File: src/rtl/reader_pkg.sv
// Shared definitions for the reader_multi fetch/execute core: opcodes,
// instruction word layout and FSM state encoding.
package reader_pkg;

    localparam int unsigned OPC_W = 8;

    localparam logic [OPC_W-1:0] OP_NOP  = 8'h00;
    localparam logic [OPC_W-1:0] OP_MOVI = 8'h01;
    localparam logic [OPC_W-1:0] OP_MOV  = 8'h02;
    localparam logic [OPC_W-1:0] OP_ADD  = 8'h03;
    localparam logic [OPC_W-1:0] OP_SUB  = 8'h04;
    localparam logic [OPC_W-1:0] OP_JMP  = 8'h05;
    localparam logic [OPC_W-1:0] OP_JZ   = 8'h06;
    localparam logic [OPC_W-1:0] OP_HALT = 8'h07;

    // Field positions: opcode [31:24], rd [23:16], rs [15:8], imm [7:0]
    typedef struct packed {
        logic [7:0] opcode;
        logic [7:0] rd;
        logic [7:0] rs;
        logic [7:0] imm;
    } instr_t;

    localparam logic [1:0] ST_FETCH = 2'd0;
    localparam logic [1:0] ST_EXEC  = 2'd1;
    localparam logic [1:0] ST_HALT  = 2'd2;

endpackage

File: src/rtl/reader_multi_if.sv
// Instruction-memory fetch handshake between the core (master) and memory (slave).
interface reader_multi_if #(
    parameter int unsigned IP_W = 8
);
    import reader_pkg::*;

    logic            mem_req;
    logic [IP_W-1:0] mem_addr;
    logic            mem_ack;
    instr_t          mem_data;

    modport master (output mem_req, output mem_addr, input mem_ack, input mem_data);
    modport slave  (input mem_req, input mem_addr, output mem_ack, output mem_data);

endinterface

File: src/rtl/reader_regfile.sv
// NUM_REGS x DATA_W register file: one synchronous write port, two operand
// read ports and one debug read port, all reads combinational.
module reader_regfile #(
    parameter  int unsigned DATA_W   = 32,
    parameter  int unsigned NUM_REGS = 4,
    localparam int unsigned SEL_W    = $clog2(NUM_REGS)
) (
    input  logic              clk,
    input  logic              reset,
    input  logic              we_i,
    input  logic [SEL_W-1:0]  waddr_i,
    input  logic [DATA_W-1:0] wdata_i,
    input  logic [SEL_W-1:0]  raddr_a_i,
    input  logic [SEL_W-1:0]  raddr_b_i,
    input  logic [SEL_W-1:0]  dbg_sel_i,
    output logic [DATA_W-1:0] rdata_a_c_o,
    output logic [DATA_W-1:0] rdata_b_c_o,
    output logic [DATA_W-1:0] dbg_data_c_o
);

    logic [DATA_W-1:0] regs_q [NUM_REGS];

    always_ff @(posedge clk) begin
        if (reset) begin
            for (int i = 0; i < int'(NUM_REGS); i++) regs_q[i] <= '0;
        end else if (we_i) begin
            regs_q[waddr_i] <= wdata_i;
        end
    end

    assign rdata_a_c_o  = regs_q[raddr_a_i];
    assign rdata_b_c_o  = regs_q[raddr_b_i];
    assign dbg_data_c_o = regs_q[dbg_sel_i];

endmodule

File: src/rtl/reader_multi.sv
// Multi-cycle fetch/execute core with a req/ack instruction fetch port.
// Define READER_TRACE_EN to expose a retired-instruction counter on debug.
module reader_multi
    import reader_pkg::*;
#(
    parameter  int unsigned DATA_W   = 32,
    parameter  int unsigned IP_W     = 8,
    parameter  int unsigned NUM_REGS = 4,
    localparam int unsigned SEL_W    = $clog2(NUM_REGS)
) (
    input  logic              clk,
    input  logic              reset,
    reader_multi_if.master    mem,
    output logic [IP_W-1:0]   iPointer,
    output logic [7:0]        opCode,
    output logic              halted,
    output logic              illegal,
    input  logic [SEL_W-1:0]  reg_sel,
    output logic [DATA_W-1:0] reg_value,
    output logic [31:0]       debug
);

    logic [1:0]        state_q, state_d;
    logic [IP_W-1:0]   ip_q, ip_d, ip_inc;
    instr_t            instr_q, instr_d;
    logic              req_q, req_d;
    logic              halted_q, halted_d;
    logic              illegal_q, illegal_d;

    logic              wr_en;
    logic [DATA_W-1:0] wr_data;
    logic [DATA_W-1:0] rd_val, rs_val;
    logic [SEL_W-1:0]  rd_sel, rs_sel;
    logic              unused_sel_bits;

    // Only the low SEL_W bits of rd/rs address a register
    assign rd_sel          = instr_q.rd[SEL_W-1:0];
    assign rs_sel          = instr_q.rs[SEL_W-1:0];
    assign unused_sel_bits = ^{instr_q.rd[7:SEL_W], instr_q.rs[7:SEL_W]};
    assign ip_inc          = ip_q + IP_W'(1);

    reader_regfile #(
        .DATA_W   (DATA_W),
        .NUM_REGS (NUM_REGS)
    ) u_regfile (
        .clk          (clk),
        .reset        (reset),
        .we_i         (wr_en),
        .waddr_i      (rd_sel),
        .wdata_i      (wr_data),
        .raddr_a_i    (rd_sel),
        .raddr_b_i    (rs_sel),
        .dbg_sel_i    (reg_sel),
        .rdata_a_c_o  (rd_val),
        .rdata_b_c_o  (rs_val),
        .dbg_data_c_o (reg_value)
    );

    always_ff @(posedge clk) begin
        if (reset) begin
            state_q   <= ST_FETCH;
            ip_q      <= '0;
            instr_q   <= '0;
            req_q     <= 1'b0;
            halted_q  <= 1'b0;
            illegal_q <= 1'b0;
        end else begin
            state_q   <= state_d;
            ip_q      <= ip_d;
            instr_q   <= instr_d;
            req_q     <= req_d;
            halted_q  <= halted_d;
            illegal_q <= illegal_d;
        end
    end

    // FETCH raises req (held until ack), EXEC retires one instruction, HALT is terminal
    always_comb begin
        state_d   = state_q;
        ip_d      = ip_q;
        instr_d   = instr_q;
        req_d     = req_q;
        halted_d  = halted_q;
        illegal_d = illegal_q;
        wr_en     = 1'b0;
        wr_data   = '0;

        case (state_q)
            ST_FETCH: begin
                if (!req_q) begin
                    req_d = 1'b1;
                end else if (mem.mem_ack) begin
                    instr_d = mem.mem_data;
                    req_d   = 1'b0;
                    state_d = ST_EXEC;
                end
            end
            ST_EXEC: begin
                state_d = ST_FETCH;
                req_d   = 1'b1;
                ip_d    = ip_inc;
                case (instr_q.opcode)
                    OP_NOP: ;
                    OP_MOVI: begin
                        wr_en   = 1'b1;
                        wr_data = DATA_W'(instr_q.imm);
                    end
                    OP_MOV: begin
                        wr_en   = 1'b1;
                        wr_data = rs_val;
                    end
                    OP_ADD: begin
                        wr_en   = 1'b1;
                        wr_data = rd_val + rs_val;
                    end
                    OP_SUB: begin
                        wr_en   = 1'b1;
                        wr_data = rd_val - rs_val;
                    end
                    OP_JMP: ip_d = IP_W'(instr_q.imm);
                    OP_JZ: begin
                        if (rd_val == '0) ip_d = IP_W'(instr_q.imm);
                    end
                    OP_HALT: begin
                        state_d  = ST_HALT;
                        req_d    = 1'b0;
                        halted_d = 1'b1;
                        ip_d     = ip_q;
                    end
                    default: illegal_d = 1'b1;
                endcase
            end
            ST_HALT: ;
            default: state_d = ST_FETCH;
        endcase
    end

    assign mem.mem_req  = req_q;
    assign mem.mem_addr = ip_q;
    assign iPointer     = ip_q;
    assign opCode       = instr_q.opcode;
    assign halted       = halted_q;
    assign illegal      = illegal_q;

`ifdef READER_TRACE_EN
    logic [31:0] retired_q;

    // Counts every EXEC edge, HALT included; wraps silently
    always_ff @(posedge clk) begin
        if (reset)                  retired_q <= '0;
        else if (state_q == ST_EXEC) retired_q <= retired_q + 32'd1;
    end

    assign debug = retired_q;
`else
    assign debug = '0;
`endif

endmodule

File: src/flat_wrapper.sv
// flat-port wrapper written by rule: the top's interface ports become plain ports
module reader_multi_flat import reader_pkg::*;
#(
    parameter  int unsigned DATA_W   = 32,
    parameter  int unsigned IP_W     = 8,
    parameter  int unsigned NUM_REGS = 4,
    localparam int unsigned SEL_W    = $clog2(NUM_REGS)
)
  (clk, reset, iPointer, opCode, halted, illegal, reg_sel, reg_value, debug, mem_mem_req, mem_mem_addr, mem_mem_ack, mem_mem_data);
  reader_multi_if #(.IP_W(IP_W)) mem_i ();
  input  logic clk;
  input  logic reset;
  output logic [IP_W-1:0] iPointer;
  output logic [7:0] opCode;
  output logic halted;
  output logic illegal;
  input  logic [SEL_W-1:0] reg_sel;
  output logic [DATA_W-1:0] reg_value;
  output logic [31:0] debug;
  output wire logic [$bits(mem_i.mem_req)-1:0] mem_mem_req;
  output wire logic [$bits(mem_i.mem_addr)-1:0] mem_mem_addr;
  input wire logic [$bits(mem_i.mem_ack)-1:0] mem_mem_ack;
  input wire logic [$bits(mem_i.mem_data)-1:0] mem_mem_data;
  assign mem_mem_req = mem_i.mem_req;
  assign mem_mem_addr = mem_i.mem_addr;
  assign mem_i.mem_ack = mem_mem_ack;
  assign mem_i.mem_data = mem_mem_data;
  reader_multi #(.DATA_W(DATA_W), .IP_W(IP_W), .NUM_REGS(NUM_REGS)) u_core (.clk(clk), .reset(reset), .mem(mem_i), .iPointer(iPointer), .opCode(opCode), .halted(halted), .illegal(illegal), .reg_sel(reg_sel), .reg_value(reg_value), .debug(debug));
endmodule
File: config.mk
export PLATFORM = sky130hd
export DESIGN_NAME = reader_multi_flat
export DESIGN_NICKNAME = d
export VERILOG_FILES = /design/src/rtl/reader_pkg.sv /design/src/rtl/reader_multi_if.sv /design/src/rtl/reader_regfile.sv /design/src/rtl/reader_multi.sv /design/src/flat_wrapper.sv
export SDC_FILE = /design/constraint.sdc
export NUM_CORES = 1
export LEC_CHECK = 0
export ABC_AREA = 1
export BUFFER_PORTS_ARGS = -buffer_cell sky130_fd_sc_hd__clkbuf_2
export CAP_MARGIN = 20
export CORE_MARGIN = 2
export CORE_UTILIZATION = 32
export CTS_BUF_LIST = sky130_fd_sc_hd__clkbuf_16
export DETAILED_ROUTE_END_ITERATION = 12
export GPL_TIMING_DRIVEN = 0
export MAX_ROUTING_LAYER = met4
export PLACE_DENSITY_LB_ADDON = 0.12
export SYNTH_ARGS = -nofsm -noshare
export SYNTH_HDL_FRONTEND = slang
export SYNTH_HIERARCHICAL = 1
export SYNTH_SLANG_ARGS = --single-unit
export TNS_END_PERCENT = 10
File: constraint.sdc
create_clock -name clk -period 3.64 [get_ports clk]
set_input_delay 0.728 -clock clk [delete_from_list [all_inputs] [get_ports clk]]
set_output_delay 0.728 -clock clk [all_outputs]
set_load 0.01 [all_outputs]
# Yosys cells after proc, flatten, opt, wreduce, memory -nomap -nowiden
# Memories as Yosys holds them, arrays and structs flattened. A register that Yosys moved wholly into a read port is not among the register bits.
# Cells that the tools add are included.
# Widths: inputs -> output; s select.
[op_classes] mux=26 n_reduce_logical=12 bitwise=3 add_sub_neg=3 eq_ne=11
[ops] operator="$pmux 32 s4" n=1
[ops] operator="$mux 32" n=2
[ops] operator="$add 32x32->32" n=1
[ops] operator="$eq 8x3->1 const B" n=4
[ops] operator="$logic_not 32->1" n=1
[ops] operator="$reduce_or 32->1" n=1
[ops] operator="$sub 32x32->32" n=1
[ops] operator="$pmux 8 s3" n=1
[ops] operator="$eq 8x2->1 const B" n=2
[ops] operator="$mux 2" n=8
[ops] operator="$mux 1" n=11
[ops] operator="$add 8x1->8 const B" n=1
[ops] operator="$eq 8x1->1 const B" n=1
[ops] operator="$logic_not 8->1" n=1
[ops] operator="$mux 8" n=1
[ops] operator="$reduce_or 8->1" n=1
[ops] operator="$pmux 2 s3" n=1
[ops] operator="$reduce_and 2->1" n=3
[ops] operator="$reduce_and 3->1" n=2
[ops] operator="$reduce_or 4->1" n=1
[ops] operator="$not 1->1" n=3
[ops] operator="$eq 2x1->1 const B" n=1
[ops] operator="$eq 2x2->1 const B" n=1
[ops] operator="$logic_not 2->1" n=1
[ops] operator="4 further kinds" n=4
[totals] ram_bits=128 regBits=33 n_memories=1 wordCells=65 output_inout_bits=91
[memory_table] name="u_core.u_regfile.regs_q" words=4 word_bits=32 rd=3 rd_ports_with_merged_regs=2 write_ports=4 line="reader_regfile.sv:21" rtl="logic [DATA_W-1:0] regs_q [NUM_REGS];"

# Longest topological paths before layout
# Gate-level depths: netlist (run 1).
[depth] depth_word=9 mapped_depth=31 depth_no_buf=30

# Cells and area by module
# Netlist (run 1), hierarchy kept.
[modules_own_cells] module="reader_regfile" area_each_um2=8167.8 seq_area_each_um2=3843.7 cells_each=1183 instances=1
[modules_own_cells] module="reader_multi" area_each_um2=5650.4 seq_area_each_um2=660.6 cells_each=1044 instances=1

# Least setup slack after synthesis (run 1)
# No wires, ideal clock.
[synth_timing] path_kind="reg-to-reg" from="register u_core.instr_q, in the netlist u_core/opCode[4]" to="memory u_core.u_regfile.regs_q[2][0], enable pin" setup_slack_ns=-0.333 stages_incl_launch_ff=10 t_arrival_ns=3.507 required_time_ns=3.174 path_buffers=0 synth_period_minus_slack_ns=3.973 path_cell_list="dfxtp_1 > inv_2 > nand2_2 > nor3_4 > nand2_1 > o21ai_2 > nor3_2 > nor2_4 > inv_2 > o21ai_0"
[synth_lines] element="start, declared" line="reader_multi.sv:25" rtl="instr_t instr_q, instr_d;"
[synth_lines] element="start signal, assigned" line="reader_multi.sv:70" rtl="instr_q <= instr_d;"
[synth_lines] element="end, declared" line="reader_regfile.sv:21"

==> impl_metrics.toml, run 1 <==
[status]
status = "finished, violations left"
violations = "negative setup slack"

[logic_synthesis]
synth_cell_types = 42
synth_simple_gate_area_share_pct = 41.5
synthXorXnorAreaFrac_pct = 2.03
synthFlopType = "edfxtp_1"
netlist_top_cells_count = "789 x nand2_1, 322 x inv_1, 261 x nand3_1"
synth_area_mm2 = 0.0138
synth_top_cell_area_share_pct = 27.8
yosysTopAreaCell = "edfxtp_1"
synth_area_leaders = "edfxtp_1 28%, nand2_1 21%, nand3_1 9.5%"
synth-edff-count = 128
avgSynthCellArea_um2 = 6.20
async_reset_ff_share_pct = 0
synth_fa_ha_area_share_pct = 3.13
yosysMostFrequentCell = "nand2_1"
synth_top_family_by_area = "simple AND/OR/NAND/NOR gates"
ys_seq_area_share_pct = 32.6
ys_warn_count = 6
muxShareOfSynthArea_pct = 0
synthCells = 2227
synth-compound-area-share_pct = 5.93
synth-seq-cells = 161

[detailed_routing]
via_per_inst = 4.94
dr_total_vias = 14900
wl_per_cell_um = 18.8
drtAntennaViolNets = 0
drc_errors = 0
routed_wl_mm = 56.6
drt_iter0_markers = 1270
drt_pass1_iterations = 6

[layout]
fin_nets = 2480
diodes = 0
multi_input_area_mm2 = 0.00885
fin_area_mm2 = 0.0177
drive_gt1_share_pct = 26.5
finalCoreUtilization_pct = 41.3
regArea_mm2 = 0.00451
area_growth_pct = 28.2
n_fill_cell = 4583

[clock_network]
clkTransAtPathRegs_ns = 0.07
numCtsBuffers = 17
cts.sinks = 161
cts.root.buffer_cell = "clkbuf_16"
clock_latency_ns = 0.48
htreeDepth = 4
clockBufferDepth = 2
cts_tree = "yes"

[timing]
rsz0062_at_grt = "true"
hold_viol_final = 0
final-max-slew-violation-count = 0
skew_ns = 0.0178
slew_headroom_pct = 41.3
fin_crit_sh_pct = 114
finalCriticalPeriod_ns = 4.16
fin_ws_ns = -0.523
tns_ns = -31.65
setup_violations = 100
fmax_ghz = 0.240
tightest_slew_ns = 0.881

[placed_design]
post_dp_cell_area_mm2 = 0.0152
place_ws_ns = -1.70
io_buffers = 82
hpwl_mm = 43.1
place_congestion = 0.919

[floorplanning]
ioPinCount = 128
die_area_mm2 = 0.0449
core_mm2 = 0.0429
start_util_pct = 32.2
die_y_um = 212
std_cell_rows = 76
die_w_um = 212

[power_and_ir_drop]
irDropWorstVdd_uv = 331
leakage_nw = 8.30
cellPowerDensity_mw_per_mm2 = 392

[critical_path]
critPathMaxStageDelay_ns = 0.35
r2r-start = "u_core/instr_q[9]"
critPathTopFamily = "simple AND/OR/NAND/NOR gates"
reg2regPathDepth = 24
worst-path-buf-inv = 5
cp_max_fo = 5
crit_type = "reg -> reg"
worstPathCellList = "buf_6 -> clkinvlp_4 -> buf_8 -> nand3_4 -> nand2_4 -> inv_4 -> ha_4 -> nand4_1 -> nor3_2 -> nand2_2 -> nor2_4 -> nand3_4 -> o211ai_1 -> nand2_1 -> ha_4 -> nand2_4 -> nor2_4 -> nand2_2 -> nand3b_1 -> nand3_2 -> nand3_2 -> a21oi_2 -> inv_2 -> nor3_2"
critPathSlowestCell = "ha_4"
r2r-end = "u_core/u_regfile/regs_q[2][25]"
worstPathArrival_ns = 4.49
worstSetupEndpointType = "register"
worstPathRequired_ns = 3.97
crit_path_start_kind = "register"
rrSetupSlack_ns = -0.52

[hold_path]
hp-class = "reg -> reg"
whs_path_depth = 2
hold_start = "u_core/halted"
min_to = "u_core/halted"

[global_route]
grt_usage_pct = 26.4
grt_pass1_vias = 14300
grt_max_degree = 28
grt_pass1_wl_mm = 85.4
antenna_found_initial = 0
gr-total-overflow = 0

[run]
max_cap_viol_count = 0
==> kinds of logic (layout without fill, tap and decap cells) <==
family          after synthesis  in the layout
simple gates               1383           1383
buf+inv                     473            637
flops                       161            161
compound gates              143            143
fa+ha+maj                    34             34
xor+xnor                     32             32
other cells                   1             32
==> layer usage <==
metal | vias to the layer above | GRT usage (%) | part of all wire, %
li1 | 7268 | - | -
met1 | 6969 | 32.6 | 43
met2 | 527 | 42.9 | 47
met3 | 96 | 4.52 | 6.4
met4 | 0 | 10.9 | 3.9
met5 | - | - | 0
==> report_power, final <==
part	switching [mW]	internal, mW
Clock	0.880	1.03
Combinational	1.92	1.04
Sequential	0.0398	2.05
Total	2.84	4.11
==> through the flow <==
step,hold WS (ns),std cells,power [mW]
floorplan,0.447,2258,3.67
global placement,0.446,2925,4.33
detailed placement,0.451,2929,4.36
CTS,0.450,2996,6.75
global route,0.472,3007,7.37
finish,0.458,3007,6.95
==> worst max-delay path by stage <==
stage / slack [ns] / to / startpoint / depth (start not counted)
finish: -0.52 / u_core/u_regfile/regs_q[2][25] / u_core/instr_q[9] / 24
global route: -0.69 / u_core/u_regfile/regs_q[2][27] / u_core/instr_q[8] / 27
CTS: -0.43 / u_core/u_regfile/regs_q[2][27] / u_core/instr_q[9] / 27
detailed placement: -1.70 / u_core/u_regfile/regs_q[2][29] / u_core/instr_q[8] / 25
global placement: -1.67 / u_core/u_regfile/regs_q[2][25] / u_core/instr_q[8] / 24
floorplan: -0.04 / u_core/u_regfile/regs_q[2][25] / u_core/instr_q[8] / 27
==> sequential cells by signal, summed over array words and instances (netlist names) <==
register / cells
u_core/opCode: 8
u_core/halted: 1
u_core/illegal: 1
u_core/u_regfile/regs_q: 128
u_core/mem.mem_req: 1
u_core/iPointer: 8
u_core/state_q: 2
u_core/instr_q: 12
==> cell type report <==
type | instances | share of cell area (%)
flip-flops and latches | 161 | 25.5
clock inverters | 15 | 1.02
clock buffers | 17 | 2.40
well taps | 585 | 4.13
inverters | 331 | 7.09
multi-input cells | 1624 | 50.0
plain buffers | 139 | 4.84
repair buffers | 135 | 5.11
==> worst reg2reg max path: stages, from the launching register on <==
cell	delay, ns
dfxtp_2	0.34
buf_6	0.14
clkinvlp_4	0.18
buf_8	0.19
nand3_4	0.08
nand2_4	0.06
inv_4	0.06
ha_4	0.13
nand4_1	0.18
nor3_2	0.31
nand2_2	0.17
nor2_4	0.18
nand3_4	0.12
o211ai_1	0.17
nand2_1	0.13
ha_4	0.36
nand2_4	0.08
nor2_4	0.14
nand2_2	0.07
nand3b_1	0.28
nand3_2	0.14
nand3_2	0.10
a21oi_2	0.22
inv_2	0.08
nor3_2	0.10
==> placed cells by master, fill, tap and decap left out, drive strengths merged, types with 2 or more instances in the layout <==
cell type | Yosys | routed
a21o | 2 | 2
a21oi | 73 | 73
dfxtp | 33 | 33
nor2 | 243 | 243
inv | 331 | 335
a22oi | 5 | 5
clkinv | 0 | 6
o21bai | 4 | 4
clkinvlp | 0 | 3
o21a | 3 | 3
a31oi | 5 | 5
clkbuf | 35 | 132
xor2 | 27 | 27
xnor2 | 5 | 5
nand3 | 263 | 263
ha | 33 | 33
or2 | 15 | 15
o21ai | 43 | 43
bufinv | 0 | 2
o211ai | 2 | 2
o31ai | 2 | 2
nand4 | 11 | 11
edfxtp | 128 | 128
nor3 | 48 | 48
nand2 | 792 | 792
nand3b | 10 | 10
buf | 107 | 159
o22ai | 3 | 3
conb | 1 | 32
==> what timing repair did <==
item,in CTS,in global routing
hold buffers,0,0
cloned,1,0
gates resized for setup,308,132
pin swaps,135,94
buffers inserted,37,12
endpoints found under the setup margin,112,112
Power figures use the tool's default switching activity.
==> inputs of run 2 (changes only) <==
Settings changed: CTS_CLUSTER_DIAMETER set to 100.
Clock period 3.64 ns to 3.4 ns, I/O delays scaled along.
==> impl_metrics.toml, run 2 (synthesis gave the netlist of run 1 again) <==
[status]
status = "finished, violations left"
violations = "negative setup slack"

[timing]
rsz0062_at_grt = "true"
tightest_slew_ns = 0.871
skew_ns = 0.0164
slew_headroom_pct = 41.6
tns_ns = -59.85
hold_viol_final = 0
final-max-slew-violation-count = 0
setup_violations = 106
fin_ws_ns = -0.791
fmax_ghz = 0.239
finalCriticalPeriod_ns = 4.19
fin_crit_sh_pct = 123

[critical_path]
r2r-start = "u_core/instr_q[9]"
worstPathArrival_ns = 4.52
crit_type = "reg -> reg"
r2r-end = "u_core/u_regfile/regs_q[2][25]"
worstSetupEndpointType = "register"
reg2regPathDepth = 24
cp_max_fo = 5
crit_path_start_kind = "register"
rrSetupSlack_ns = -0.79
worstPathRequired_ns = 3.73

[floorplanning]
start_util_pct = 32.2
die_area_mm2 = 0.0449
ioPinCount = 128
die_y_um = 212
std_cell_rows = 76
core_mm2 = 0.0429
die_w_um = 212

[layout]
diodes = 0
largest_reg_flops = 128
area_growth_pct = 28.6
reg.largest.list = "u_core/u_regfile/regs_q (128), u_core/instr_q (12)"
fin_nets = 2482
drive_gt1_share_pct = 26.9
finalCoreUtilization_pct = 41.4
final_cell_mix = "695 x nand2_1, 277 x inv_1, 221 x nand3_1, 192 x nor2_1, 128 x edfxtp_1"
regMostFlops = "u_core/u_regfile/regs_q"
fin_area_mm2 = 0.0178
layout_commonest_cell = "nand2_1"
layoutNonFillerInstCount = 3009

[detailed_routing]
wl_met1_mm = 24.2
dr_total_vias = 14800
drc_errors = 0
wl_per_cell_um = 18.7
routed_wl_mm = 56.3
drt_iter0_markers = 1275
drtAntennaViolNets = 0
route.met3.wl_mm = 3.51
via_per_inst = 4.92
highest_layer = "met4"
wl_met2_mm = 26.3
drt_pass1_iterations = 6

[power_and_ir_drop]
combPwrFrac_pct = 42.7
leakage_nw = 8.27
cellPowerDensity_mw_per_mm2 = 421
p_sw_mw = 3.05
total_power_mw = 7.47
clkPwrFrac_pct = 27.4
irDropWorstVdd_uv = 354
power_frac_seq_pct = 29.9
p_int_mw = 4.42
p_sw_share_pct = 40.8

[clock_network]
htreeDepth = 4
clock_latency_ns = 0.48
numCtsBuffers = 17
cts_tree = "yes"
cts_hold_buf = 0
cts.root.buffer_cell = "clkbuf_16"
clockBufferDepth = 2
clkTransAtPathRegs_ns = 0.07
cts.sinks = 161

[hold_path]
min_to = "u_core/instr_q[3]"
whs_path_depth = 3
hp-class = "in -> reg"
hold_start = "mem_mem_data[3]"

[global_route]
grt_usage_pct = 26.4
antenna_found_initial = 0
grt_pass1_vias = 14300
grt_max_degree = 28
grt_pass1_wl_mm = 85.4
gr-total-overflow = 0

[run]
max_cap_viol_count = 0

[placed_design]
io_buffers = 82
hpwl_mm = 43.1
post_dp_cell_area_mm2 = 0.0152
place_congestion = 0.919
dp.cells = 2929
run 2: cell count changes in the layout (fill, tap and decap cells not counted), sizes merged:
cell / before / now
clkbuf: 132 / 139
buf: 159 / 154
run 2: power groups by stage:
| stage | sequential (mW) | clock (mW) | combinational (mW) |
|---|---|---|---|
| after global placement | 2.28 | 0 | 2.35 |
| after CTS | 2.23 | 2.10 | 2.88 |
| after floorplan | 2.27 | 0 | 1.66 |
| after detailed placement | 2.28 | 0 | 2.38 |
| after global routing | 2.24 | 2.18 | 3.51 |
| final | 2.23 | 2.05 | 3.19 |
run 2: worst max-delay path by stage:
stage,cells after the start,slack [ns],endpoint,startpoint
final,24,-0.79,u_core/u_regfile/regs_q[2][25],u_core/instr_q[9]
after detailed placement,25,-1.94,u_core/u_regfile/regs_q[2][29],u_core/instr_q[8]
after CTS,27,-0.67,u_core/u_regfile/regs_q[2][27],u_core/instr_q[9]
after global routing,27,-0.94,u_core/u_regfile/regs_q[2][29],u_core/instr_q[9]
after floorplan,27,-0.28,u_core/u_regfile/regs_q[2][25],u_core/instr_q[8]
after global placement,24,-1.91,u_core/u_regfile/regs_q[2][25],u_core/instr_q[8]
run 2: area by class of cell:
class	instances	area, um2
fill	4586	25100
multi-input combinational	1624	8890
sequential	161	4510
inverter	331	1260
timing repair buffer	137	905
buffer	139	877
tap	585	732
clock buffer	17	425
clock inverter	15	180
run 2: metrics by stage:
| step | setup WS, ns | hold slack, ns |
|---|---|---|
| 2_1_floorplan | -0.280 | 0.447 |
| 3_3_place_gp | -1.91 | 0.446 |
| 3_5_place_dp | -1.94 | 0.451 |
| 4_1_cts | -0.670 | 0.402 |
| 5_1_grt | -0.935 | 0.424 |
| 6_report | -0.791 | 0.437 |
run 2: critical path, stage by stage (launching register included):
cell        delay (ns)
dfxtp_2           0.34
buf_6             0.14
clkinvlp_4        0.19
buf_8             0.20
nand3_2           0.06
nand2_1           0.06
inv_2             0.08
ha_4              0.13
nand4_1           0.18
nor3_2            0.31
nand2_2           0.17
nor2_4            0.19
nand3_4           0.12
o211ai_1          0.17
nand2_1           0.13
ha_4              0.35
nand2_4           0.08
nor2_4            0.14
nand2_2           0.07
nand3b_1          0.27
nand3_2           0.14
nand3_2           0.10
a21oi_2           0.22
inv_2             0.08
nor3_2            0.09
run 2: timing repair:
action,in CTS,in global routing
setup endpoints to repair,137,130
gates cloned,1,0
pin swaps,130,103
resized for setup,296,156
setup buffers,37,14
run 2: layer usage:
metal	GRT usage (%)	vias up
li1	-	7273
met1	32.5	6896
met2	42.6	513
met3	4.69	108
met4	11.3	0
met5	-	-
